==> src/rtl/cpu_pkg.sv <==
// Shared encodings for the phase sequencer: phase codes, instruction class,
// function and branch field values, and the decoded-class bundle.
package cpu_pkg;

  typedef enum logic [2:0] {
    PH_IDLE = 3'd0,
    PH_P1   = 3'd1,
    PH_P2   = 3'd2,
    PH_P3   = 3'd3,
    PH_P4   = 3'd4,
    PH_P5   = 3'd5,
    PH_HALT = 3'd7
  } phase_t;

  localparam logic [1:0] CLS_LD  = 2'b00;
  localparam logic [1:0] CLS_ST  = 2'b01;
  localparam logic [1:0] CLS_BR  = 2'b10;
  localparam logic [1:0] CLS_ALU = 2'b11;

  localparam logic [3:0] FN_OUT = 4'b1101;
  localparam logic [3:0] FN_HLT = 4'b1111;

  localparam logic [2:0] BR_B   = 3'b100;
  localparam logic [2:0] BR_BCC = 3'b111;

  typedef struct packed {
    logic is_ld;
    logic is_st;
    logic is_br_u;
    logic is_br_c;
    logic is_out;
    logic is_hlt;
  } iclass_t;

  function automatic logic [1:0] get_cls(input logic [15:0] word);
    return word[15:14];
  endfunction

endpackage

==> src/rtl/instr_class_decode.sv <==
// Combinational classification of the latched instruction word into the
// handful of flags the phase sequencer steers on.
module instr_class_decode
  import cpu_pkg::*;
(
  input  logic [15:0] ir,
  output iclass_t     iclass
);

  logic [1:0] cls;
  logic       unused_bits;

  assign cls = get_cls(ir);
  // Register/immediate fields matter only to the datapath decoder.
  assign unused_bits = ^{ir[10:8], ir[3:0]};

  always_comb begin
    iclass         = '0;
    iclass.is_ld   = (cls == CLS_LD);
    iclass.is_st   = (cls == CLS_ST);
    iclass.is_br_u = (cls == CLS_BR)  && (ir[13:11] == BR_B);
    iclass.is_br_c = (cls == CLS_BR)  && (ir[13:11] == BR_BCC);
    iclass.is_out  = (cls == CLS_ALU) && (ir[7:4] == FN_OUT);
    iclass.is_hlt  = (cls == CLS_ALU) && (ir[7:4] == FN_HLT);
  end

endmodule

==> src/rtl/phase_sequencer.sv <==
// Multi-cycle phase controller: walks each instruction through fetch, decode,
// execute, memory and writeback and issues the phase-qualified strobes.
module phase_sequencer
  import cpu_pkg::*;
#(
  parameter int CNT_W    = 16,
  parameter bit SKIP_MEM = 1'b1
) (
  input  logic             clk,
  input  logic             rst,
  input  logic             run,
  input  logic [15:0]      mem_rdata,
  input  logic             mem_ready,
  input  logic             write_order,
  input  logic             branch_taken,
  output logic [15:0]      ir,
  output logic [2:0]       phase,
  output logic             ir_we,
  output logic             pc_we,
  output logic             pc_sel_branch,
  output logic             mem_re,
  output logic             mem_we,
  output logic             reg_we,
  output logic             out_we,
  output logic             halted,
  output logic [CNT_W-1:0] instr_count
);

  localparam logic [CNT_W-1:0] CNT_ONE = {{(CNT_W-1){1'b0}}, 1'b1};

  phase_t           phase_reg;
  logic [15:0]      ir_reg;
  logic [CNT_W-1:0] instr_count_reg;
  iclass_t          iclass;
  logic             take_branch;

  instr_class_decode u_decode (
    .ir     (ir_reg),
    .iclass (iclass)
  );

  assign take_branch = iclass.is_br_u | (iclass.is_br_c & branch_taken);

  always_ff @(posedge clk) begin
    if (rst) begin
      phase_reg       <= PH_IDLE;
      ir_reg          <= '0;
      instr_count_reg <= '0;
    end else begin
      case (phase_reg)
        PH_IDLE: if (run) phase_reg <= PH_P1;
        PH_P1: begin
          if (mem_ready) begin
            ir_reg    <= mem_rdata;
            phase_reg <= PH_P2;
          end
        end
        PH_P2: phase_reg <= PH_P3;
        PH_P3: begin
          if (iclass.is_hlt)
            phase_reg <= PH_HALT;
          else if (iclass.is_ld || iclass.is_st || !SKIP_MEM)
            phase_reg <= PH_P4;
          else
            phase_reg <= PH_P5;
        end
        PH_P4: begin
          // Only real memory accesses stall on the handshake.
          if (!(iclass.is_ld || iclass.is_st) || mem_ready)
            phase_reg <= PH_P5;
        end
        PH_P5: begin
          instr_count_reg <= instr_count_reg + CNT_ONE;
          phase_reg       <= run ? PH_P1 : PH_IDLE;
        end
        PH_HALT: phase_reg <= PH_HALT;
        default: phase_reg <= PH_IDLE;
      endcase
    end
  end

  // Strobes are suppressed during the reset cycle so an aborted instruction
  // leaves no side effect behind.
  always_comb begin
    ir_we         = 1'b0;
    pc_we         = 1'b0;
    pc_sel_branch = 1'b0;
    mem_re        = 1'b0;
    mem_we        = 1'b0;
    reg_we        = 1'b0;
    out_we        = 1'b0;
    if (!rst) begin
      case (phase_reg)
        PH_P1: begin
          mem_re = 1'b1;
          ir_we  = mem_ready;
          pc_we  = mem_ready;
        end
        PH_P4: begin
          mem_re = iclass.is_ld;
          mem_we = iclass.is_st;
        end
        PH_P5: begin
          reg_we        = write_order & ~iclass.is_st;
          out_we        = iclass.is_out;
          pc_we         = take_branch;
          pc_sel_branch = take_branch;
        end
        default: ;
      endcase
    end
  end

  assign ir          = ir_reg;
  assign phase       = phase_reg;
  assign halted      = (phase_reg == PH_HALT) && !rst;
  assign instr_count = instr_count_reg;

endmodule
==> config.mk <==
export PLATFORM = sky130hd
export DESIGN_NAME = phase_sequencer
export DESIGN_NICKNAME = d
export VERILOG_FILES = /design/src/rtl/cpu_pkg.sv /design/src/rtl/instr_class_decode.sv /design/src/rtl/phase_sequencer.sv
export SDC_FILE = /design/constraint.sdc
export NUM_CORES = 1
export LEC_CHECK = 0
export BUFFER_PORTS_ARGS = -buffer_cell sky130_fd_sc_hd__buf_2
export CELL_PAD_IN_SITES_DETAIL_PLACEMENT = 2
export CELL_PAD_IN_SITES_GLOBAL_PLACEMENT = 2
export CORE_MARGIN = 3
export CORE_UTILIZATION = 28
export CTS_CLUSTER_SIZE = 12
export DETAILED_ROUTE_END_ITERATION = 7
export PLACE_DENSITY_LB_ADDON = 0.1
export SYNTH_ARGS = -nofsm -noshare
export SYNTH_HDL_FRONTEND = slang
export SYNTH_SLANG_ARGS = --single-unit
==> constraint.sdc <==
create_clock -name clk -period 4.91 [get_ports clk]
set_input_delay 0.7365 -clock clk [delete_from_list [all_inputs] [get_ports clk]]
set_output_delay 0.7365 -clock clk [all_outputs]
set_load 0.005 [all_outputs]
==> impl_metrics.prom, run 1 <==
# TYPE chip_impl_metric gauge
chip_impl_info{name="run_status",value="finished clean"} 1
chip_impl_metric{name="routed_wire_length_per_instance",unit="µm"} 15.5
chip_impl_info{name="cell_taking_the_most_area_after_synthesis",value="dfxtp_1"} 1
chip_impl_metric{name="final.min_clock_period",unit="ns"} 2.98
chip_impl_metric{name="setup_tns",unit="ns"} 0
chip_impl_info{name="rsz0062_at_grt",value="no"} 1
chip_impl_metric{name="crit_required",unit="ns"} 4.17
chip_impl_metric{name="fin_hold_ws",unit="ns"} 0.459
chip_impl_info{name="hold_start",value="ir[2]"} 1
chip_impl_metric{name="clock_edge_transition_at_the_registers_on_the_reported_setup_and_hold_paths",unit="ns"} 0.07
chip_impl_metric{name="cts_buffers",unit=""} 5
chip_impl_metric{name="timing.final.ws_setup",unit="ns"} 1.93
chip_impl_metric{name="first_global_vias",unit=""} 1634
chip_impl_metric{name="drcViolationCount",unit=""} 0
chip_impl_metric{name="worstMarginPinSlew",unit="ns"} 0.760
chip_impl_metric{name="worstPathMaxFanout",unit=""} 41
chip_impl_metric{name="initial_antenna_violation_count",unit=""} 0
chip_impl_metric{name="setup_viol",unit=""} 0
chip_impl_metric{name="cap_viol_max_count",unit=""} 0
chip_impl_metric{name="synth_nets",unit=""} 218
chip_impl_metric{name="syn-instance-count",unit=""} 195
chip_impl_metric{name="final_net_count",unit=""} 277
chip_impl_metric{name="leakagePower",unit="nW"} 0.895
chip_impl_info{name="worst_setup_path_start_kind",value="input pin"} 1
chip_impl_metric{name="max-vdd-ir-drop",unit="V"} 0.000129
chip_impl_metric{name="dieArea",unit="µm²"} 6630
chip_impl_metric{name="max_freq",unit="MHz"} 335
chip_impl_metric{name="yosys.area.top_type_share",unit=""} 0.440
chip_impl_metric{name="gr-total-overflow",unit=""} 0
chip_impl_metric{name="dpl_cell_area",unit="µm²"} 1940
chip_impl_metric{name="mean_number_of_vias_per_cell",unit=""} 4.92
chip_impl_metric{name="placement.setup.worst_slack",unit="ns"} 1.93
chip_impl_info{name="postSynth.topFlopCell",value="dfxtp_1"} 1
chip_impl_info{name="root_buffer",value="clkbuf_8"} 1
chip_impl_info{name="hp-class",value="reg -> reg"} 1
chip_impl_metric{name="die-height",unit="µm"} 81.5
chip_impl_metric{name="dieWidth",unit="µm"} 81.5
chip_impl_metric{name="period_share",unit=""} 0.607
chip_impl_metric{name="final_layout_size_suffix_gt1_frac",unit=""} 0.298
chip_impl_metric{name="postCtsSetupBuffers",unit=""} 0
chip_impl_metric{name="flow.area_growth_from_synthesis",unit="%"} 28.6
chip_impl_metric{name="share_of_synthesized_area_occupied_by_flip_flops_and_latches",unit=""} 0.440
chip_impl_metric{name="nFillCells",unit=""} 636
chip_impl_metric{name="cts-resized-gates",unit=""} 0
chip_impl_metric{name="clock_skew",unit="ns"} 0.00590
chip_impl_metric{name="power_per_cell_area",unit="nW/µm²"} 331
chip_impl_metric{name="floorplan.core_area",unit="µm²"} 5300
chip_impl_metric{name="final-hold-violation-count",unit=""} 0
chip_impl_metric{name="routed_wirelength",unit="mm"} 5.03
chip_impl_metric{name="utilization",unit=""} 0.387
chip_impl_metric{name="place_congestion",unit=""} 0.696
chip_impl_info{name="worst_r2r_startpoint",value="phase[0]"} 1
chip_impl_metric{name="clkSinkCount",unit=""} 35
chip_impl_info{name="worst_setup_path_start",value="rst"} 1
chip_impl_metric{name="final-max-slew-violation-count",unit=""} 0
chip_impl_metric{name="antenna_cells",unit=""} 0
chip_impl_metric{name="worst_case_headroom_to_the_max_slew_limit",unit=""} 0.493
chip_impl_metric{name="place.port_buffers",unit=""} 64
chip_impl_metric{name="wire_length_of_the_first_global_routing_pass",unit="mm"} 8.01
chip_impl_metric{name="clk_path_buf_depth",unit=""} 2
chip_impl_info{name="clock_tree_from_tritoncts",value="built"} 1
chip_impl_metric{name="arrival",unit="ns"} 2.25
chip_impl_metric{name="synth_enable_flop_cells",unit=""} 0
chip_impl_metric{name="via_count",unit=""} 1600
chip_impl_metric{name="initial_core_util",unit=""} 0.301
chip_impl_metric{name="ant_nets",unit=""} 0
chip_impl_metric{name="grt_usage",unit=""} 0.158
chip_impl_metric{name="clk_latency",unit="ns"} 0.29
chip_impl_metric{name="ys.warnings.count",unit=""} 0
chip_impl_metric{name="synth_area",unit="µm²"} 1590
chip_impl_metric{name="cts_hold_buffers",unit=""} 0
chip_impl_info{name="timing_worst_setup_path_type",value="in -> out"} 1
chip_impl_metric{name="synth.lib_cells_used.distinct",unit=""} 36
chip_impl_metric{name="hpwlAfterDp",unit="mm"} 3.55
chip_impl_metric{name="number_of_synthesized_register_bits",unit=""} 35
chip_impl_metric{name="finish.instance_area",unit="µm²"} 2050
chip_impl_metric{name="fp-row-count",unit=""} 26
chip_impl_metric{name="htreeDepth",unit=""} 2
chip_impl_info{name="synth_area_leaders",value="dfxtp_1, nand2_1, a21oi_1"} 1
chip_impl_metric{name="drt_first_pass_iters",unit=""} 4
chip_impl_info{name="critical_path.endpoint_type",value="output port"} 1
chip_impl_metric{name="grt_start_max_net_pins",unit=""} 42
chip_impl_metric{name="top_level_ports",unit=""} 65
chip_impl_metric{name="syn-mean-instance-area",unit="µm²"} 8.17
chip_impl_metric{name="asyncSetResetFlopFracSynth",unit=""} 0
chip_impl_metric{name="dr.first_iter.drc_count",unit=""} 128
==> per-stage QoR <==
step	cells	total power (W)
floorplan	195	0.000382
global placement	317	0.000420
detailed placement	317	0.000421
CTS	325	0.000689
global route	325	0.000714
finish	325	0.000678
==> cell families after synthesis <==
| logic type | after synthesis | synth area share |
|---|---|---|
| flops | 35 | 0.440 |
| fa+ha+maj | 1 | 0.00785 |
| compound gates | 41 | 0.148 |
| simple gates | 90 | 0.290 |
| mux | 2 | 0.0126 |
| xor+xnor | 9 | 0.0495 |
| buf+inv | 17 | 0.0526 |
==> layer usage <==
| layer | routed length [µm] | vias up | track usage |
|---|---|---|---|
| met3 | 235 | 6 | 0.0329 |
| met4 | 80 | 0 | 0.0659 |
| met5 | 0 | - | 0 |
| li1 | - | 798 | - |
| met2 | 2340 | 38 | 0.253 |
| met1 | 2380 | 758 | 0.207 |
==> synthesized netlist by cell type (4+ instances only) <==
master,n
dfxtp_1,35
o31ai_1,4
nand2_1,40
o21ai_0,5
nand3_1,6
or4_1,5
inv_1,4
a21oi_1,25
and4_1,4
xor2_1,6
nor2_1,15
clkbuf_1,8
nand4_1,5
==> report_power, final <==
group	internal, W	switching, W	total (W)
sequential	0.000299	0.0000237	0.000323
combinational	0.0000379	0.0000516	0.0000895
clock	0.000151	0.000114	0.000265
==> area by class of cell <==
class / count / area (µm²) / share of cell area
clock inverter: 3 / 43.8 / 0.0214
inverter: 5 / 18.8 / 0.00916
multi-input combinational: 143 / 810 / 0.395
tap: 70 / 87.6 / 0.0427
sequential: 35 / 701 / 0.342
clock buffer: 5 / 68.8 / 0.0336
timing repair buffer: 64 / 320 / 0.156
==> placed cells by master, fill, tap and decap left out, drive strengths merged, types with 4 or more instances in the layout <==
cell type and instances:
buf 64, nand2 40, dfxtp 35, a21oi 25, nor2 15, nand3 6, xor2 6, or4 5
o21ai 5, nand4 5, clkbuf 5, inv 5, and4 4, o31ai 4
==> path summary, 6_finish.rpt <==
check	end	slack (ns)	depth (start not counted)
worst max-delay path	pc_we	1.93	5
worst min-delay path	ir[2]	0.46	2
worst max register to register	instr_count[13]	2.93	4
worst min register to register	ir[2]	0.46	2
==> critical path, cell delays in order <==
cell and delay, ns:
buf_2 0.34, or4_1 0.58, nor4b_2 0.30, or2_1 0.16, buf_2 0.11
(Power assumes the default switching activity.)
==> inputs of run 2 (changes only) <==
Settings changed: CORE_UTILIZATION 28 to 26.
Clock period 4.91 ns to 2.85 ns, I/O delays scaled along.
==> impl_metrics.prom, run 2 (synthesized netlist as in run 1, its figures left out) <==
# TYPE chip_impl_metric gauge
chip_impl_metric{name="cap_viol_max_count",unit=""} 0
chip_impl_metric{name="place.port_buffers",unit=""} 64
chip_impl_metric{name="max-vdd-ir-drop",unit="V"} 0.000223
chip_impl_metric{name="period_share",unit=""} 0.915
chip_impl_metric{name="final.min_clock_period",unit="ns"} 2.61
chip_impl_metric{name="first_global_vias",unit=""} 1660
chip_impl_metric{name="dieWidth",unit="µm"} 84.3
chip_impl_metric{name="fin_hold_ws",unit="ns"} 0.378
chip_impl_metric{name="hpwlAfterDp",unit="mm"} 3.59
chip_impl_metric{name="crit_required",unit="ns"} 2.42
chip_impl_info{name="cp_slowest_cell",value="dfxtp_1"} 1
chip_impl_metric{name="clock_skew",unit="ns"} 0.00726
chip_impl_metric{name="fp-row-count",unit=""} 27
chip_impl_metric{name="mean_number_of_vias_per_cell",unit=""} 4.88
chip_impl_metric{name="ant_nets",unit=""} 0
chip_impl_metric{name="max_freq",unit="MHz"} 384
chip_impl_metric{name="multi_input_area",unit="µm²"} 810
chip_impl_metric{name="clk_path_buf_depth",unit=""} 2
chip_impl_metric{name="cts_buffers",unit=""} 5
chip_impl_metric{name="clkSinkCount",unit=""} 35
chip_impl_info{name="hp-class",value="in -> reg"} 1
chip_impl_info{name="worst_setup_path_start_kind",value="flip-flop"} 1
chip_impl_metric{name="clock_edge_transition_at_the_registers_on_the_reported_setup_and_hold_paths",unit="ns"} 0.07
chip_impl_metric{name="nFillCells",unit=""} 700
chip_impl_metric{name="dpl_cell_area",unit="µm²"} 1950
chip_impl_metric{name="finish.instance_area",unit="µm²"} 2040
chip_impl_metric{name="drcViolationCount",unit=""} 0
chip_impl_metric{name="initial_antenna_violation_count",unit=""} 0
chip_impl_metric{name="antenna_cells",unit=""} 0
chip_impl_metric{name="cp_slowest_stage_delay",unit="ns"} 0.58
chip_impl_metric{name="arrival",unit="ns"} 2.18
chip_impl_metric{name="grt_usage",unit=""} 0.142
chip_impl_metric{name="drt_first_pass_iters",unit=""} 4
chip_impl_info{name="layout_common_cells",value="buf_2, nand2_1, dfxtp_1"} 1
chip_impl_metric{name="routed_wire_length_per_instance",unit="µm"} 14.8
chip_impl_info{name="run_status",value="finished clean"} 1
chip_impl_metric{name="final-hold-violation-count",unit=""} 0
chip_impl_metric{name="sequential_cell_area",unit="µm²"} 701
chip_impl_info{name="root_buffer",value="clkbuf_8"} 1
chip_impl_metric{name="cts_hold_buffers",unit=""} 0
chip_impl_metric{name="routed_wirelength",unit="mm"} 4.88
chip_impl_metric{name="floorplan.core_area",unit="µm²"} 5710
chip_impl_metric{name="place_congestion",unit=""} 0.729
chip_impl_metric{name="via_count",unit=""} 1607
chip_impl_metric{name="setup_viol",unit=""} 0
chip_impl_metric{name="setup_tns",unit="ns"} 0
chip_impl_info{name="critical_path.endpoint_type",value="output port"} 1
chip_impl_metric{name="worstPathMaxFanout",unit=""} 12
chip_impl_info{name="rsz0062_at_grt",value="no"} 1
chip_impl_info{name="crit_chain",value="inv_1, or4_1, nor4b_2, or2_1, buf_2"} 1
chip_impl_metric{name="flow.area_growth_from_synthesis",unit="%"} 27.9
chip_impl_metric{name="gr-total-overflow",unit=""} 0
chip_impl_metric{name="postCtsSetupBuffers",unit=""} 0
chip_impl_metric{name="top_level_ports",unit=""} 65
chip_impl_metric{name="dieArea",unit="µm²"} 7110
chip_impl_metric{name="placedCellCount",unit=""} 321
chip_impl_metric{name="wire_length_of_the_first_global_routing_pass",unit="mm"} 8.24
chip_impl_metric{name="timing.final.ws_setup",unit="ns"} 0.243
chip_impl_metric{name="final-max-slew-violation-count",unit=""} 0
chip_impl_metric{name="final_layout_size_suffix_gt1_frac",unit=""} 0.304
chip_impl_metric{name="clk_latency",unit="ns"} 0.29
chip_impl_metric{name="initial_core_util",unit=""} 0.279
chip_impl_info{name="clock_tree_from_tritoncts",value="built"} 1
chip_impl_metric{name="htreeDepth",unit=""} 2
chip_impl_metric{name="cts-resized-gates",unit=""} 0
chip_impl_metric{name="leakagePower",unit="nW"} 0.894
chip_impl_metric{name="dr.first_iter.drc_count",unit=""} 57
chip_impl_info{name="layout_commonest_cell",value="buf_2"} 1
chip_impl_metric{name="worst_case_headroom_to_the_max_slew_limit",unit=""} 0.602
chip_impl_metric{name="grt_start_max_net_pins",unit=""} 41
chip_impl_metric{name="final_cells",unit=""} 329
chip_impl_metric{name="worstMarginPinSlew",unit="ns"} 0.596
chip_impl_info{name="timing_worst_setup_path_type",value="reg -> out"} 1
chip_impl_metric{name="final_net_count",unit=""} 279
chip_impl_metric{name="power_per_cell_area",unit="nW/µm²"} 521
chip_impl_metric{name="placement.setup.worst_slack",unit="ns"} 0.541
chip_impl_metric{name="die-height",unit="µm"} 84.3
## run 2: cell count changes in the layout (fill, tap and decap cells not counted)
cell	change
buf_4	+2
clkinv_4	-1
clkinv_2	+2
bufinv_16	-1
## run 2: area by class of cell
type	instances	area share
multi-input cells	143	0.397
flip-flops and latches	35	0.344
repair buffers	66	0.165
well taps	72	0.0442
clock buffers	5	0.0338
inverters	5	0.00921
clock inverters	3	0.00737
## run 2: critical path, delay by kind of cell, from the launching register on
family	cells	cell delay, ns
DFF	1	0.58
and+or+nand+nor	3	1.04
buffers and inverters	2	0.27
## run 2: worst paths after layout
path	cells after the start	startpoint	slack [ns]	end
hold reg to reg	2	ir[3]	0.46	ir[3]
hold / removal	3	mem_rdata[0]	0.38	ir[0]
setup / recovery	5	phase[0]	0.24	pc_we
setup reg to reg	4	phase[0]	0.85	instr_count[13]
## run 2: where the power goes
part	switching (W)	internal, W
combinational	0.0000896	0.0000690
clock	0.000182	0.000167
sequential	0.0000398	0.000515
## run 2: per-stage QoR
stage                util  total power (W)
detailed placement  0.342         0.000730
global placement    0.342         0.000728
finish              0.357          0.00106
global route        0.357          0.00114
CTS                 0.357          0.00109
floorplan               -         0.000657
## run 2: layer usage
layer  up-vias  GRT usage  share of wire
li1        804          -              -
met1       756      0.190           0.49
met2        41      0.225           0.44
met3         6     0.0363          0.058
met4         0     0.0395         0.0096
met5         -          0              0
==> inputs of run 3 (changes only) <==
Settings changed: SETUP_SLACK_MARGIN set to 0.3.
==> impl_metrics.prom, run 3 (synthesized netlist as in run 1, its figures left out) <==
# TYPE chip_impl_metric gauge
chip_impl_info{name="run_status",value="finished clean"} 1
chip_impl_metric{name="cap_viol_max_count",unit=""} 0
chip_impl_info{name="worst_r2r_startpoint",value="phase[1]"} 1
chip_impl_metric{name="floorplan.core_area",unit="µm²"} 5710
chip_impl_metric{name="clock_edge_transition_at_the_registers_on_the_reported_setup_and_hold_paths",unit="ns"} 0.07
chip_impl_metric{name="clkSinkCount",unit=""} 35
chip_impl_metric{name="worst-path-buf-inv",unit=""} 1
chip_impl_metric{name="initial_core_util",unit=""} 0.279
chip_impl_metric{name="final.min_clock_period",unit="ns"} 2.37
chip_impl_metric{name="comb_power_share",unit=""} 0.149
chip_impl_metric{name="cts-resized-gates",unit=""} 2
chip_impl_metric{name="placement.setup.worst_slack",unit="ns"} 0.541
chip_impl_metric{name="wire_length_of_the_first_global_routing_pass",unit="mm"} 8.24
chip_impl_metric{name="ant_nets",unit=""} 0
chip_impl_metric{name="leakagePower",unit="nW"} 0.895
chip_impl_metric{name="flow.area_growth_from_synthesis",unit="%"} 28.3
chip_impl_metric{name="top_level_ports",unit=""} 65
chip_impl_info{name="clock_tree_from_tritoncts",value="built"} 1
chip_impl_info{name="critical_path.reg2reg.endpoint",value="instr_count[13]"} 1
chip_impl_info{name="layout_commonest_cell",value="buf_2"} 1
chip_impl_metric{name="clock_skew",unit="ns"} 0.00729
chip_impl_metric{name="fin_hold_ws",unit="ns"} 0.378
chip_impl_metric{name="die-height",unit="µm"} 84.3
chip_impl_metric{name="timing.final.ws_setup",unit="ns"} 0.483
chip_impl_metric{name="final_layout_size_suffix_gt1_frac",unit=""} 0.311
chip_impl_info{name="crit_chain",value="or4_1, nor4b_2, or2_1, buf_2"} 1
chip_impl_metric{name="gr-total-overflow",unit=""} 0
chip_impl_metric{name="setup_viol",unit=""} 0
chip_impl_metric{name="via_count",unit=""} 1606
chip_impl_metric{name="grt_usage",unit=""} 0.142
chip_impl_metric{name="final-max-slew-violation-count",unit=""} 0
chip_impl_metric{name="cp_slowest_stage_delay",unit="ns"} 0.64
chip_impl_info{name="root_buffer",value="clkbuf_8"} 1
chip_impl_metric{name="crit_required",unit="ns"} 2.42
chip_impl_metric{name="cts_hold_buffers",unit=""} 0
chip_impl_metric{name="setup_tns",unit="ns"} 0
chip_impl_info{name="worst_setup_path_start",value="phase[1]"} 1
chip_impl_metric{name="power_per_cell_area",unit="nW/µm²"} 520
chip_impl_metric{name="finish.instance_area",unit="µm²"} 2050
chip_impl_metric{name="r2r_cells",unit=""} 4
chip_impl_metric{name="dieWidth",unit="µm"} 84.3
chip_impl_info{name="cp-endpoint",value="pc_we"} 1
chip_impl_metric{name="worst_case_headroom_to_the_max_slew_limit",unit=""} 0.602
chip_impl_metric{name="cts_buffers",unit=""} 5
chip_impl_metric{name="routed_wirelength",unit="mm"} 4.88
chip_impl_metric{name="max-vdd-ir-drop",unit="V"} 0.000223
chip_impl_metric{name="final_net_count",unit=""} 279
chip_impl_metric{name="drcViolationCount",unit=""} 0
chip_impl_metric{name="power.internal",unit="W"} 0.000753
chip_impl_metric{name="power.share.switching",unit=""} 0.292
chip_impl_metric{name="antenna_cells",unit=""} 0
chip_impl_info{name="cp_slowest_cell",value="or4_1"} 1
chip_impl_info{name="layout_common_cells",value="buf_2, nand2_1, dfxtp_1"} 1
chip_impl_info{name="critical_path.endpoint_type",value="output port"} 1
chip_impl_metric{name="place_congestion",unit=""} 0.729
chip_impl_info{name="critical_path.top_delay_family",value="simple AND/OR/NAND/NOR gates"} 1
chip_impl_metric{name="clk_latency",unit="ns"} 0.29
chip_impl_metric{name="worstMarginPinSlew",unit="ns"} 0.597
chip_impl_metric{name="initial_antenna_violation_count",unit=""} 0
chip_impl_metric{name="place.port_buffers",unit=""} 64
chip_impl_metric{name="pwr-share-seq",unit=""} 0.523
chip_impl_metric{name="dieArea",unit="µm²"} 7110
chip_impl_metric{name="dpl_cell_area",unit="µm²"} 1950
chip_impl_metric{name="final-hold-violation-count",unit=""} 0
chip_impl_info{name="worst_setup_path_start_kind",value="flip-flop"} 1
chip_impl_metric{name="power.clock.fraction",unit=""} 0.328
chip_impl_metric{name="routed_wire_length_per_instance",unit="µm"} 14.8
chip_impl_metric{name="clk_path_buf_depth",unit=""} 2
chip_impl_info{name="hp-class",value="in -> reg"} 1
chip_impl_metric{name="postCtsSetupBuffers",unit=""} 0
chip_impl_metric{name="worstPathMaxFanout",unit=""} 15
chip_impl_metric{name="switchingPower",unit="W"} 0.000311
chip_impl_metric{name="mean_number_of_vias_per_cell",unit=""} 4.88
chip_impl_metric{name="htreeDepth",unit=""} 2
chip_impl_metric{name="drt_first_pass_iters",unit=""} 4
chip_impl_metric{name="arrival",unit="ns"} 1.94
chip_impl_info{name="timing_worst_setup_path_type",value="reg -> out"} 1
chip_impl_metric{name="period_share",unit=""} 0.830
chip_impl_metric{name="first_global_vias",unit=""} 1660
chip_impl_metric{name="dr.first_iter.drc_count",unit=""} 57
chip_impl_metric{name="fp-row-count",unit=""} 27
chip_impl_metric{name="grt_start_max_net_pins",unit=""} 41
chip_impl_metric{name="worstSetupPathDepth",unit=""} 4
chip_impl_metric{name="worst-r2r-setup-slack",unit="ns"} 0.94
chip_impl_metric{name="max_freq",unit="MHz"} 423
chip_impl_metric{name="hpwlAfterDp",unit="mm"} 3.59
chip_impl_info{name="rsz0062_at_grt",value="no"} 1
-- run 3: per-layer routing --
metal	part of all wire	GRT usage	up-vias
met2	0.44	0.225	41
met1	0.49	0.190	755
met5	0	0	-
met4	0.0096	0.0395	0
li1	-	-	804
met3	0.058	0.0363	6
-- run 3: layout make-up --
class	count	area [µm²]
multi-input combinational	143	810
fill	696	3660
clock buffer	5	68.8
tap	72	90.1
clock inverter	3	15.0
timing repair buffer	66	335
inverter	5	18.8
sequential	35	708
-- run 3: tightest hold or removal path, cell delays in order --
cell     delay, ns
buf_2         0.10
nand2_1       0.04
a21oi_1       0.05
-- run 3: worst min-delay path by stage --
stage / from / endpoint / cells past startpoint
floorplan: ir[0] / ir[0] / 2
global placement: ir[9] / ir[9] / 2
detailed placement: ir[1] / ir[1] / 2
CTS: mem_rdata[0] / ir[0] / 3
global route: mem_rdata[14] / ir[14] / 3
finish: mem_rdata[0] / ir[0] / 3
-- run 3: power by group through the flow --
| stage | Combinational, W | Sequential [W] | Clock, W |
|---|---|---|---|
| floorplan | 0.000110 | 0.000548 | 0 |
| global placement | 0.000162 | 0.000566 | 0 |
| detailed placement | 0.000163 | 0.000567 | 0 |
| CTS | 0.000163 | 0.000556 | 0.000369 |
| global route | 0.000183 | 0.000565 | 0.000391 |
| finish | 0.000159 | 0.000557 | 0.000349 |
-- run 3: stage by stage --
| stage | total power, W | cells | utilization |
|---|---|---|---|
| final | 0.00106 | 329 | 0.358 |
| after global routing | 0.00114 | 329 | 0.358 |
| after CTS | 0.00109 | 329 | 0.357 |
| after detailed placement | 0.000730 | 321 | 0.342 |
| after global placement | 0.000728 | 321 | 0.342 |
| after floorplan | 0.000657 | 195 | - |
